**src/rtl/count_event_monitor.sv**
```systemverilog
// count_event_monitor: watches a 4-bit up/down/load counter, keeps a signed
// wrap epoch, classifies each count transition (OVF/UNF/MATCH/LOAD) and queues
// the events in a small first-word-fall-through FIFO with valid/ready output.
module count_event_monitor #(
  parameter int CNT_W      = 4,
  parameter int EPOCH_W    = 8,
  parameter int FIFO_DEPTH = 4
) (
  input  logic               clk,
  input  logic               rst,
  input  logic [CNT_W-1:0]   count_in,
  input  logic               load_in,
  input  logic               cnt_rst_in,
  input  logic               match_en,
  input  logic [CNT_W-1:0]   match_val,
  output logic               evt_valid,
  input  logic               evt_ready,
  output logic [1:0]         evt_type,
  output logic [CNT_W-1:0]   evt_count,
  output logic [EPOCH_W-1:0] evt_epoch,
  output logic [EPOCH_W-1:0] epoch,
  output logic               drop_err,
  input  logic               clr_err
);

  localparam int AW = (FIFO_DEPTH > 1) ? $clog2(FIFO_DEPTH) : 1;
  localparam int EW = 2 + CNT_W + EPOCH_W;
  localparam logic [CNT_W-1:0] CNT_MAX = '1;
  localparam logic [AW:0]      DEPTH_V = (AW+1)'(FIFO_DEPTH);

  localparam logic [1:0] T_OVF   = 2'b00;
  localparam logic [1:0] T_UNF   = 2'b01;
  localparam logic [1:0] T_MATCH = 2'b10;
  localparam logic [1:0] T_LOAD  = 2'b11;

  logic [CNT_W-1:0]   prev;
  logic               prev_valid, ld_d, rs_d;

  logic               det;
  logic [1:0]         det_type;
  logic [EPOCH_W-1:0] nxt_epoch;

  logic [FIFO_DEPTH-1:0][EW-1:0] mem;
  logic [AW-1:0]      wr_ptr, rd_ptr;
  logic [AW:0]        used;
  logic [EW-1:0]      last, head;
  logic               full, pop, push, drop;

  // Capture previous count and delay controls to line up with the count change
  always_ff @(posedge clk or negedge rst) begin
    if (!rst) begin
      prev       <= '0;
      prev_valid <= 1'b0;
      ld_d       <= 1'b0;
      rs_d       <= 1'b0;
    end else begin
      prev       <= count_in;
      prev_valid <= 1'b1;
      ld_d       <= load_in;
      rs_d       <= cnt_rst_in;
    end
  end

  // Prioritised classification; an unchanged count never produces an event
  always_comb begin
    det       = 1'b0;
    det_type  = T_OVF;
    nxt_epoch = epoch;
    if (prev_valid && (count_in != prev)) begin
      if (rs_d) begin
        det       = 1'b1;
        det_type  = T_LOAD;
        nxt_epoch = '0;
      end else if (ld_d) begin
        det      = 1'b1;
        det_type = T_LOAD;
      end else if ((prev == CNT_MAX) && (count_in == '0)) begin
        det       = 1'b1;
        det_type  = T_OVF;
        nxt_epoch = epoch + EPOCH_W'(1);
      end else if ((prev == '0) && (count_in == CNT_MAX)) begin
        det       = 1'b1;
        det_type  = T_UNF;
        nxt_epoch = epoch - EPOCH_W'(1);
      end else if (match_en && (count_in == match_val)) begin
        det      = 1'b1;
        det_type = T_MATCH;
      end
    end
  end

  // A slot freed by a same-cycle pop can take the new event
  always_comb begin
    full = (used == DEPTH_V);
    pop  = evt_valid && evt_ready;
    push = det && (!full || pop);
    drop = det && full && !pop;
    head = mem[rd_ptr];
  end

  // Epoch follows every classified event, including dropped ones
  always_ff @(posedge clk or negedge rst) begin
    if (!rst) epoch <= '0;
    else      epoch <= nxt_epoch;
  end

  // Sticky drop flag; a drop in the same cycle as a clear wins
  always_ff @(posedge clk or negedge rst) begin
    if (!rst)         drop_err <= 1'b0;
    else if (drop)    drop_err <= 1'b1;
    else if (clr_err) drop_err <= 1'b0;
  end

  // FIFO storage, pointers and occupancy; last holds the most recently popped entry
  always_ff @(posedge clk or negedge rst) begin
    if (!rst) begin
      mem    <= '0;
      wr_ptr <= '0;
      rd_ptr <= '0;
      used   <= '0;
      last   <= '0;
    end else begin
      if (push) begin
        mem[wr_ptr] <= {det_type, count_in, nxt_epoch};
        wr_ptr      <= wr_ptr + AW'(1);
      end
      if (pop) begin
        rd_ptr <= rd_ptr + AW'(1);
        last   <= head;
      end
      case ({push, pop})
        2'b10:   used <= used + (AW+1)'(1);
        2'b01:   used <= used - (AW+1)'(1);
        default: used <= used;
      endcase
    end
  end

  // Fall-through outputs: head when non-empty, else the last popped entry
  always_comb begin
    evt_valid = (used != '0);
    {evt_type, evt_count, evt_epoch} = evt_valid ? head : last;
  end

endmodule

```
**config.mk**
```make
export PLATFORM = sky130hd
export DESIGN_NAME = count_event_monitor
export DESIGN_NICKNAME = d
export VERILOG_FILES = /design/src/rtl/count_event_monitor.sv
export SDC_FILE = /design/constraint.sdc
export NUM_CORES = 1
export LEC_CHECK = 0
export BUFFER_PORTS_ARGS = -buffer_cell sky130_fd_sc_hd__buf_2
export CELL_PAD_IN_SITES_DETAIL_PLACEMENT = 1
export CELL_PAD_IN_SITES_GLOBAL_PLACEMENT = 1
export CORE_ASPECT_RATIO = 1.4
export CORE_MARGIN = 1
export CORE_UTILIZATION = 30
export DETAILED_ROUTE_END_ITERATION = 8
export PLACE_DENSITY_LB_ADDON = 0.1
export SLEW_MARGIN = 20
export SYNTH_ARGS = -nofsm -noshare
export SYNTH_HDL_FRONTEND = slang
export SYNTH_SLANG_ARGS = --single-unit
```
**constraint.sdc**
```tcl
create_clock -name clk -period 6.2 [get_ports clk]
set_clock_uncertainty 0.1 [all_clocks]
set_input_delay 0 -clock clk [delete_from_list [all_inputs] [get_ports clk]]
set_output_delay 0 -clock clk [all_outputs]
set_load 0.005 [all_outputs]
```
**After elaboration in Yosys (flattened, before gate mapping)**

Cells that the tools add are included.

- Flip-flop bits (word level): 93
- Latch bits: 0
- Bits in writable memories: 0
- Bits in read-only memories: 0
- Input port bits: 15
- Logic and storage cells: 73
- Memories kept: 0

- Add/subtract/negate cells: 6
- Multipliers: 0
- Div/mod/pow operators: 0
- Magnitude comparators: 3
- Equal/unequal tests: 7
- Shifts and indexed selects: 0
- Mux-type cells: 26
- Bitwise gates (word level): 0
- Reduce and logical (&&, ||, !) cells: 17

Operators by type and width:

| cell | number |
|---|---|
| bitwise mux 56 bit | 1 |
| two-way mux 14 bit | 3 |
| two-way mux 8 bit | 5 |
| binary-select mux 14 bit (select 2 bit) | 1 |
| demux 14 bit (select 2 bit) | 1 |
| two-way mux 2 bit | 6 |
| logical AND 1 bit | 9 |
| adder 8 x 1 -> 8 bit (second input constant) | 1 |
| == test 4 bit (second input constant) | 2 |
| zero test 4 bit | 2 |
| two-way mux 1 bit | 8 |
| subtractor 8 x 1 -> 8 bit (second input constant) | 1 |
| < comparator 2 x 3 -> 1 bit (second input constant) | 2 |
| one-hot mux 3 bit (2 select lines) | 1 |
| adder 2 x 1 -> 2 bit (second input constant) | 2 |
| == test 4 bit | 1 |
| != test 4 bit | 1 |
| nonzero test 2 bit | 2 |
| adder 3 x 1 -> 3 bit (second input constant) | 1 |
| == test 3 bit (second input constant) | 1 |
| nonzero test 3 bit | 1 |
| subtractor 3 x 1 -> 3 bit (second input constant) | 1 |
| == test 2 x 1 -> 1 bit (second input constant) | 1 |
| == test 2 bit (second input constant) | 1 |
| other kinds (3) | 4 |

**Logic depth before layout (Yosys ltp)**

Gate-level depths: netlist of run 1.

- Word-level depth: 11
- Depth in mapped cells: 12
- Gate-level depth less buffers: 11

**Worst setup path before layout of run 1**

Ideal clock, no wire load.

- Path kind: register to register
- Start: register used[0]
- End: register used[2]
- Library setup time: 79 ps
- Arrival time: 2338 ps
- Required time: 6021 ps
- Path slack: 3683 ps
- Stages on the path, launching flop included: 12
- Path through: dfrtp_1 or3_1 clkbuf_1 nand2_1 inv_1 clkbuf_1 ha_1 inv_1 fa_1 xor2_1 nor2_1 xor2_1

- Cells in the longest elaborated chain, start to end: 6
- Elaborated cells between the ends (all ways): 12
- Classes of those cells: 2 x add/sub; 3 x eq/ne; 1 x mux; 6 x reduce/logical

Ends and longest elaborated chain:

| what | RTL line | text |
|---|---|---|
| start, declared | 45 | `logic [AW:0] used;` |
| start signal, assigned | 132 | `2'b10: used <= used + (AW+1)'(1);` |
| start signal, assigned | 133 | `2'b01: used <= used - (AW+1)'(1);` |
| start signal, assigned | 134 | `default: used <= used;` |
| nonzero test 3 bit (*) | 141 | `evt_valid = (used != '0);` |
| logical AND 1 bit (*) | 95 | `pop = evt_valid && evt_ready;` |
| net pop | 47 | `logic full, pop, push, drop;` |
| logical OR 1 bit | 96 | `push = det && (!full \|\| pop);` |
| logical AND 1 bit | 96 |  |
| == test 2 x 1 -> 1 bit / == test 2 bit (equally long branches) | 131 | `case ({push, pop})` |
| one-hot mux 3 bit (2 select lines) / nonzero test 2 bit (equally long branches) | n/a |  |

Mark *: on every way through the listed nets, which the timed path passes. The rest lies on a longest branch.
A chain may end at the register's enable or synchronous reset.

**Worst setup path after layout of run 1**

- Start: register used[0]
- End: register used[2]

- Cells in the longest elaborated chain, start to end: 6
- Elaborated cells between the ends (all ways): 12
- Classes of those cells: 2 x add/sub; 3 x eq/ne; 1 x mux; 6 x reduce/logical

Ends and longest elaborated chain:

| what | RTL line |
|---|---|
| == test 3 bit / nonzero test 3 bit (equally long branches) | 94, 141 |
| zero test 1 bit / logical AND 1 bit (equally long branches) | 96, 95 |
| logical OR 1 bit | 96 |
| logical AND 1 bit | 96 |
| == test 2 x 1 -> 1 bit / == test 2 bit (equally long branches) | 131 |
| one-hot mux 3 bit (2 select lines) / nonzero test 2 bit (equally long branches) | n/a |

Several ways; a longest one is shown, not always the timed one.

==> results of run 1 <==
-- per-stage QoR --
| step | cell area, µm² | setup WS (ns) | hold slack [ns] | std cells |
|---|---|---|---|---|
| 2_1_floorplan | 4639 | 3.683 | -0.3956 | 420 |
| 3_3_place_gp | 4984 | 2.845 | -0.1621 | 630 |
| 3_5_place_dp | 4984 | 2.734 | -0.1554 | 630 |
| 4_1_cts | 5350 | 2.701 | 0.02095 | 654 |
| 5_1_grt | 5351 | 2.516 | 0.03343 | 654 |
| 6_report | 5351 | 2.808 | 0.009357 | 654 |
-- where the power goes --
group          switching [mW]  internal (mW)
registers               0.174          0.797
clock network           0.231          0.314
logic                   0.343          0.379
-- cell usage after synthesis, drive strengths merged, types with 2 or more instances --
cell type and instances:
clkbuf 10, nand4 4, nand2 91, and2 3, nor2 13, xor2 9, nor3 5, mux2i 5
mux2 33, nand3 7, buf 15, o21ai 47, a2bb2oi 4, mux4 14, inv 19, a21oi 3
a21o 2, a211oi 2, or3 2, nor4 2, dfrtp 93, nand4bb 2, xnor2 5, and4bb 4
ha 7, a221oi 3
-- registers in the layout, indices dropped and copies added (netlist names) --
| register | flops |
|---|---|
| mem | 56 |
| last | 14 |
| epoch | 8 |
| prev | 4 |
| used | 3 |
| rd_ptr | 2 |
| wr_ptr | 2 |
| drop_err | 1 |
| ld_d | 1 |
| prev_valid | 1 |
| rs_d | 1 |
-- logic make-up (layout without fill, tap and decap cells) --
kind of cell             count (synthesis)  after routing  share of synthesized area
AO/OA/AOI/OAI                           68             68                     0.1009
XOR/XNOR                                14             14                    0.02643
adder cells (fa/ha/maj)                  8              8                    0.02319
buffers and inverters                   44             86                    0.04261
flip-flops                              93             93                     0.5016
multiplexers                            52             52                     0.1588
other                                    1              1                  0.0008083
AND/OR/NAND/NOR                        140            140                     0.1456
-- path summary, 6_finish.rpt --
path | endpoint | start | slack (ns) | depth (start not counted)
worst max-delay path | used[2] | used[0] | 2.81 | 9
worst min-delay path | used[2] | rst | 0.009 | 2
worst max register to register | used[2] | used[0] | 2.81 | 9
worst min register to register | mem[18] | mem[18] | 0.38 | 2
max in group asynchronous | rd_ptr[0] | rst | 4.75 | 3
min in group clk | drop_err | match_en | 0.08 | 5
-- metal layers --
| layer | share of wire | vias to the layer above |
|---|---|---|
| met2 | 0.50 | 34 |
| met3 | 0.023 | 10 |
| li1 | - | 1532 |
| met1 | 0.47 | 1585 |
| met4 | 0.011 | 0 |
| met5 | 0 | - |
-- cell type report --
type | instances | area, µm² | area share
Sequential cell | 93 | 2328 | 0.4351
Multi-Input combinational cell | 283 | 2115 | 0.3951
Timing Repair Buffer | 51 | 310.3 | 0.05798
Clock buffer | 13 | 240.2 | 0.04489
Tap cell | 192 | 240.2 | 0.04489
Inverter | 19 | 71.32 | 0.01333
Clock inverter | 3 | 46.29 | 0.008651
-- worst max-delay path: stages, from the launching register on --
cell and delay (ns):
dfrtp_1 0.40, or3_1 0.59, nand2_1 0.53, inv_1 0.57, ha_1 0.28, inv_1 0.06, fa_1 0.37, xor2_1 0.15
nor2_1 0.11, xor2_1 0.15
-- timing repair --
item | in CTS | in global routing
setup buffers | 0 | 0
endpoints found under the hold margin | 45 | 0
hold buffers | 8 | 0
resized for setup | 0 | 0
==> results_dict.tcl, run 1 <==
set metrics [dict create \
    slew_headroom 0.2908 \
    worstSkewPairLatency_ns 0.34 \
    grt_pass1_wl_um 18810 \
    synth_edf_count 0 \
    leakage_nw 2.444 \
    ys.flop_type "dfrtp_1" \
    vias_per_cell 4.833 \
    fmax_ghz 0.2948 \
    core_um2 15050 \
    synth_cells 420 \
    grt-ovfl-total 0 \
    cap_viol_max_count 0 \
    cts.sinks 93 \
    met1_usage 0.2045 \
    start_kind "flip-flop" \
    power_density_nw_per_um2 418.4 \
    diodes 0 \
    first_global_vias 3411 \
    grt.busiest_layer "met2" \
    numPortBuffers 38 \
    num_rows 53 \
    synthesis.nets 443 \
    yosys.area.top_type_share 0.5016 \
    ys_seq_area_frac 0.5016 \
    cts_buffer_depth 2 \
    cts-htree-levels 3 \
    synth.top_cells.by_area "dfrtp_1 (50%), mux2_2 (7.8%), nand2_1 (7.3%)" \
    finalWirelength_um 11320 \
    synth_seq_cells 93 \
    fillers 1682 \
    chipWidth_um 107.1 \
    io_pins 39 \
    drt-initial-drc-count 81 \
    critPathCaptureType "flip-flop" \
    place_hpwl_um 7939 \
    grt_setup_unrepaired "no" \
    finalSetupTns_ns 0 \
    die_h_um 149.1 \
    final_cell_mix "dfrtp_1 (92), nand2_1 (90), buf_2 (37)" \
    grt_max_degree 69 \
    gp_congestion 0.7178 \
    synthArstFlopShare 1.000 \
    ant_nets 0 \
    fp.dieArea_um2 15970 \
    critPathRequiredTime_ns 6.37 \
    cp_data_arrival_time_ns 3.56 \
    nets 480 \
    start_util 0.3082 \
    power_mw 2.239 \
    use_met2 0.2674 \
    tightest_slew_ns 1.064 \
    outcome "finished clean" \
    cts_inserted_buffers 9 \
    cp_max_fo 16 \
    clk_pin_slew_ns 0.07 \
    cts_tree "yes" \
    synth_area_per_cell_um2 11.05 \
    vias 3161 \
    wl_per_cell_um 17.31 \
    drt_pass1_iterations 4 \
    worstHoldPathType "in2async" \
    crit_type "reg2reg" \
    finalHoldViolations 0 \
    irDropWorstVdd_uv 153.5 \
    antenna_found_initial 0 \
    track_usage 0.1569 \
    netlist_area_um2 4639 \
    setup_viol 0 \
    period_share 0.5472 \
    cts_root_buffer "clkbuf_16" \
    netlist-cell-type-count 54 \
    final_util 0.3555 \
    drc 0 \
    yosys_warnings 0 \
    area_growth_pct 15.35 \
    met3_usage 0.02971 \
    drive_gt1_frac 0.2597 \
    yosys.area.top_type "dfrtp_1" \
    drv_slew 0 \
    layout_commonest_cell "dfrtp_1" \
    timing.final.crit_period_ns 3.393 \
]
Power figures use the tool's default switching activity.
==> inputs of run 2 (changes only) <==
--- a/config.mk
+++ b/config.mk
@@ -5,6 +5,7 @@
 export SDC_FILE = /design/constraint.sdc
 export NUM_CORES = 1
 export LEC_CHECK = 0
+export ABC_AREA = 1
 export BUFFER_PORTS_ARGS = -buffer_cell sky130_fd_sc_hd__buf_2
 export CELL_PAD_IN_SITES_DETAIL_PLACEMENT = 1
 export CELL_PAD_IN_SITES_GLOBAL_PLACEMENT = 1
==> constraint.sdc (replaced) <==
create_clock -name clk -period 3.2 [get_ports clk]
set_clock_uncertainty 0.1 [all_clocks]
set_input_delay 0 -clock clk [delete_from_list [all_inputs] [get_ports clk]]
set_output_delay 0 -clock clk [all_outputs]
set_load 0.005 [all_outputs]
==> run 2 against run 1 <==
- first-iteration DRC count grew 120%
- via count grew 28%
- critical path depth grew 7
- clock power grew 120%
- synthesized cell count grew 43%
- sequential share of layout area shrank 1.3 points
- non-clock buffer count grew 5
- flip-flop and latch count is the same
- hold slack lost 0.0088 ns
- critical path type is now in2reg
- critical endpoint unchanged
==> results_dict.tcl, run 2 <==
set metrics [dict create \
    finalWirelength_um 13490 \
    seqCellArea_um2 2327 \
    io_pins 39 \
    postCtsResizedCells 0 \
    outcome "finished clean" \
    finalHoldViolations 0 \
    start_util 0.3109 \
    synthesis.nets 625 \
    grt_max_degree 72 \
    grt-ovfl-total 0 \
    synth.top_cells.by_area "dfrtp_1 (49%), nand2_1 (17%), o21ai_0 (6.6%)" \
    ys.flop_type "dfrtp_1" \
    crit_type "in2reg" \
    slew_headroom 0.4202 \
    min_path_cells 4 \
    irDropWorstVdd_uv 345.8 \
    tightest_slew_ns 0.8688 \
    cts_root_buffer "clkbuf_16" \
    ys_seq_area_frac 0.4930 \
    drc 0 \
    drt_pass1_iterations 4 \
    cts_tree "yes" \
    timing.final.crit_period_ns 2.521 \
    setup_viol 0 \
    power_mw 4.463 \
    diodes 0 \
    cp_data_arrival_time_ns 2.64 \
    yosys.cell_count.top_type "nand2_1" \
    cap_viol_max_count 0 \
    numPortBuffers 38 \
    post-cts-setup-buffers 0 \
    netlist-cell-type-count 31 \
    regMostFlops "mem" \
    yosys.area.top_type "dfrtp_1" \
    die_h_um 150.4 \
    vias 4039 \
    fp.dieArea_um2 16250 \
    drv_slew 0 \
    fmax_ghz 0.3966 \
    nets 670 \
    hold_buffers 8 \
    critPathRequiredTime_ns 3.32 \
    start_kind "input pin" \
    final_util 0.3630 \
    yosys.area.top_type_share 0.4930 \
    largest_register_ffs 56 \
    worstSkewPairLatency_ns 0.34 \
    critPathCaptureType "flip-flop" \
    worstHoldPathType "in2reg" \
    wl_per_cell_um 15.99 \
    area_growth_pct 16.78 \
    power_density_nw_per_um2 809.6 \
    cp_max_fo 8 \
    synth_area_per_cell_um2 7.842 \
    layout_commonest_cell "nand2_1" \
    grt_pass1_wl_um 22410 \
    multi_input_area_um2 2009 \
    period_share 0.7879 \
    final_cell_mix "nand2_1 (217), dfrtp_1 (93), o21ai_0 (62)" \
    fin_ws_ns 0.6788 \
    chipWidth_um 108.0 \
    yosys_warnings 0 \
    r2r_cells 13 \
    fillers 1852 \
    synthTopCellsByCount "nand2_1 (217), dfrtp_1 (93), o21ai_0 (62)" \
    drt-initial-drc-count 178 \
    cts-htree-levels 3 \
    place_hpwl_um 9717 \
    grt_setup_unrepaired "no" \
    antenna_found_initial 0 \
    synth_edf_count 0 \
    num_rows 53 \
    cts.sinks 93 \
    leakage_nw 2.750 \
    first_global_vias 4162 \
    gp_congestion 0.8377 \
    clk_pin_slew_ns 0.07 \
    netlist_area_um2 4721 \
    synth_seq_cells 93 \
    vias_per_cell 4.786 \
    track_usage 0.1834 \
    dpl_worst_slack_ns 0.7750 \
    cts_buffer_depth 2 \
    synth_cells 602 \
    core_um2 15190 \
    synthArstFlopShare 1.000 \
    finalSetupTns_ns 0 \
    cts_inserted_buffers 9 \
    ant_nets 0 \
    top_regs "mem (56), last (14), epoch (8)" \
    drive_gt1_frac 0.1334 \
]
[run 2: area by class of cell]
| class | instances | area share |
|---|---|---|
| Multi-Input combinational cell | 423 | 0.3645 |
| Timing Repair Buffer | 56 | 0.06673 |
| Sequential cell | 93 | 0.4222 |
| Inverter | 64 | 0.04358 |
| Clock buffer | 13 | 0.04721 |
| Clock inverter | 3 | 0.01226 |
| Tap cell | 192 | 0.04358 |
[run 2: kinds of logic after synthesis]
| group | synth area share |
|---|---|
| and+or+nand+nor | 0.2566 |
| AOI/OAI and AO/OA | 0.1344 |
| DFF | 0.4930 |
| buffers and inverters | 0.08137 |
| adders and majority gates | 0.02279 |
| xor gates and xnor gates | 0.01113 |
| other | 0.0007944 |
[run 2: power by group]
part / switching (mW) / internal, mW
Clock: 0.463 / 0.729
Sequential: 0.175 / 1.52
Combinational: 1.01 / 0.565
[run 2: routing by layer]
metal,vias up,track usage,share of wire
li1,2004,-,-
met1,1981,0.2401,0.48
met2,41,0.3102,0.49
met3,13,0.03030,0.020
met4,0,0.05000,0.011
met5,-,0,0
[run 2: metrics by stage]
stage | instance area (µm²) | std cells | hold slack [ns]
after global routing | 5513 | 844 | 0.04046
final | 5513 | 844 | 0.0005220
after CTS | 5485 | 843 | 0.008397
after global placement | 5077 | 819 | 0.01186
after detailed placement | 5077 | 819 | 0.009908
after floorplan | 4721 | 602 | -0.3956
[run 2: path summary, 6_finish.rpt]
path | startpoint | end | slack [ns]
worst max-delay path | count_in[3] | used[2] | 0.68
worst min-delay path | evt_ready | drop_err | 0.0005
worst max register to register | prev[2] | used[2] | 0.78
worst min register to register | mem[54] | mem[54] | 0.38
max in group asynchronous | rst | mem[27] | 2.16
min in group asynchronous | rst | mem[40] | 0.04
[run 2: worst max-delay path, stage by stage]
cell	delay (ns)
dlygate4sd3_1	0.52
buf_2	0.22
inv_2	0.08
nand2_1	0.13
nand2_1	0.07
nor2_1	0.12
nand2_1	0.09
nand2_1	0.12
inv_2	0.08
nand3_4	0.18
ha_1	0.18
inv_1	0.07
fa_1	0.37
a21oi_1	0.15
o21ai_0	0.12
xor2_1	0.16
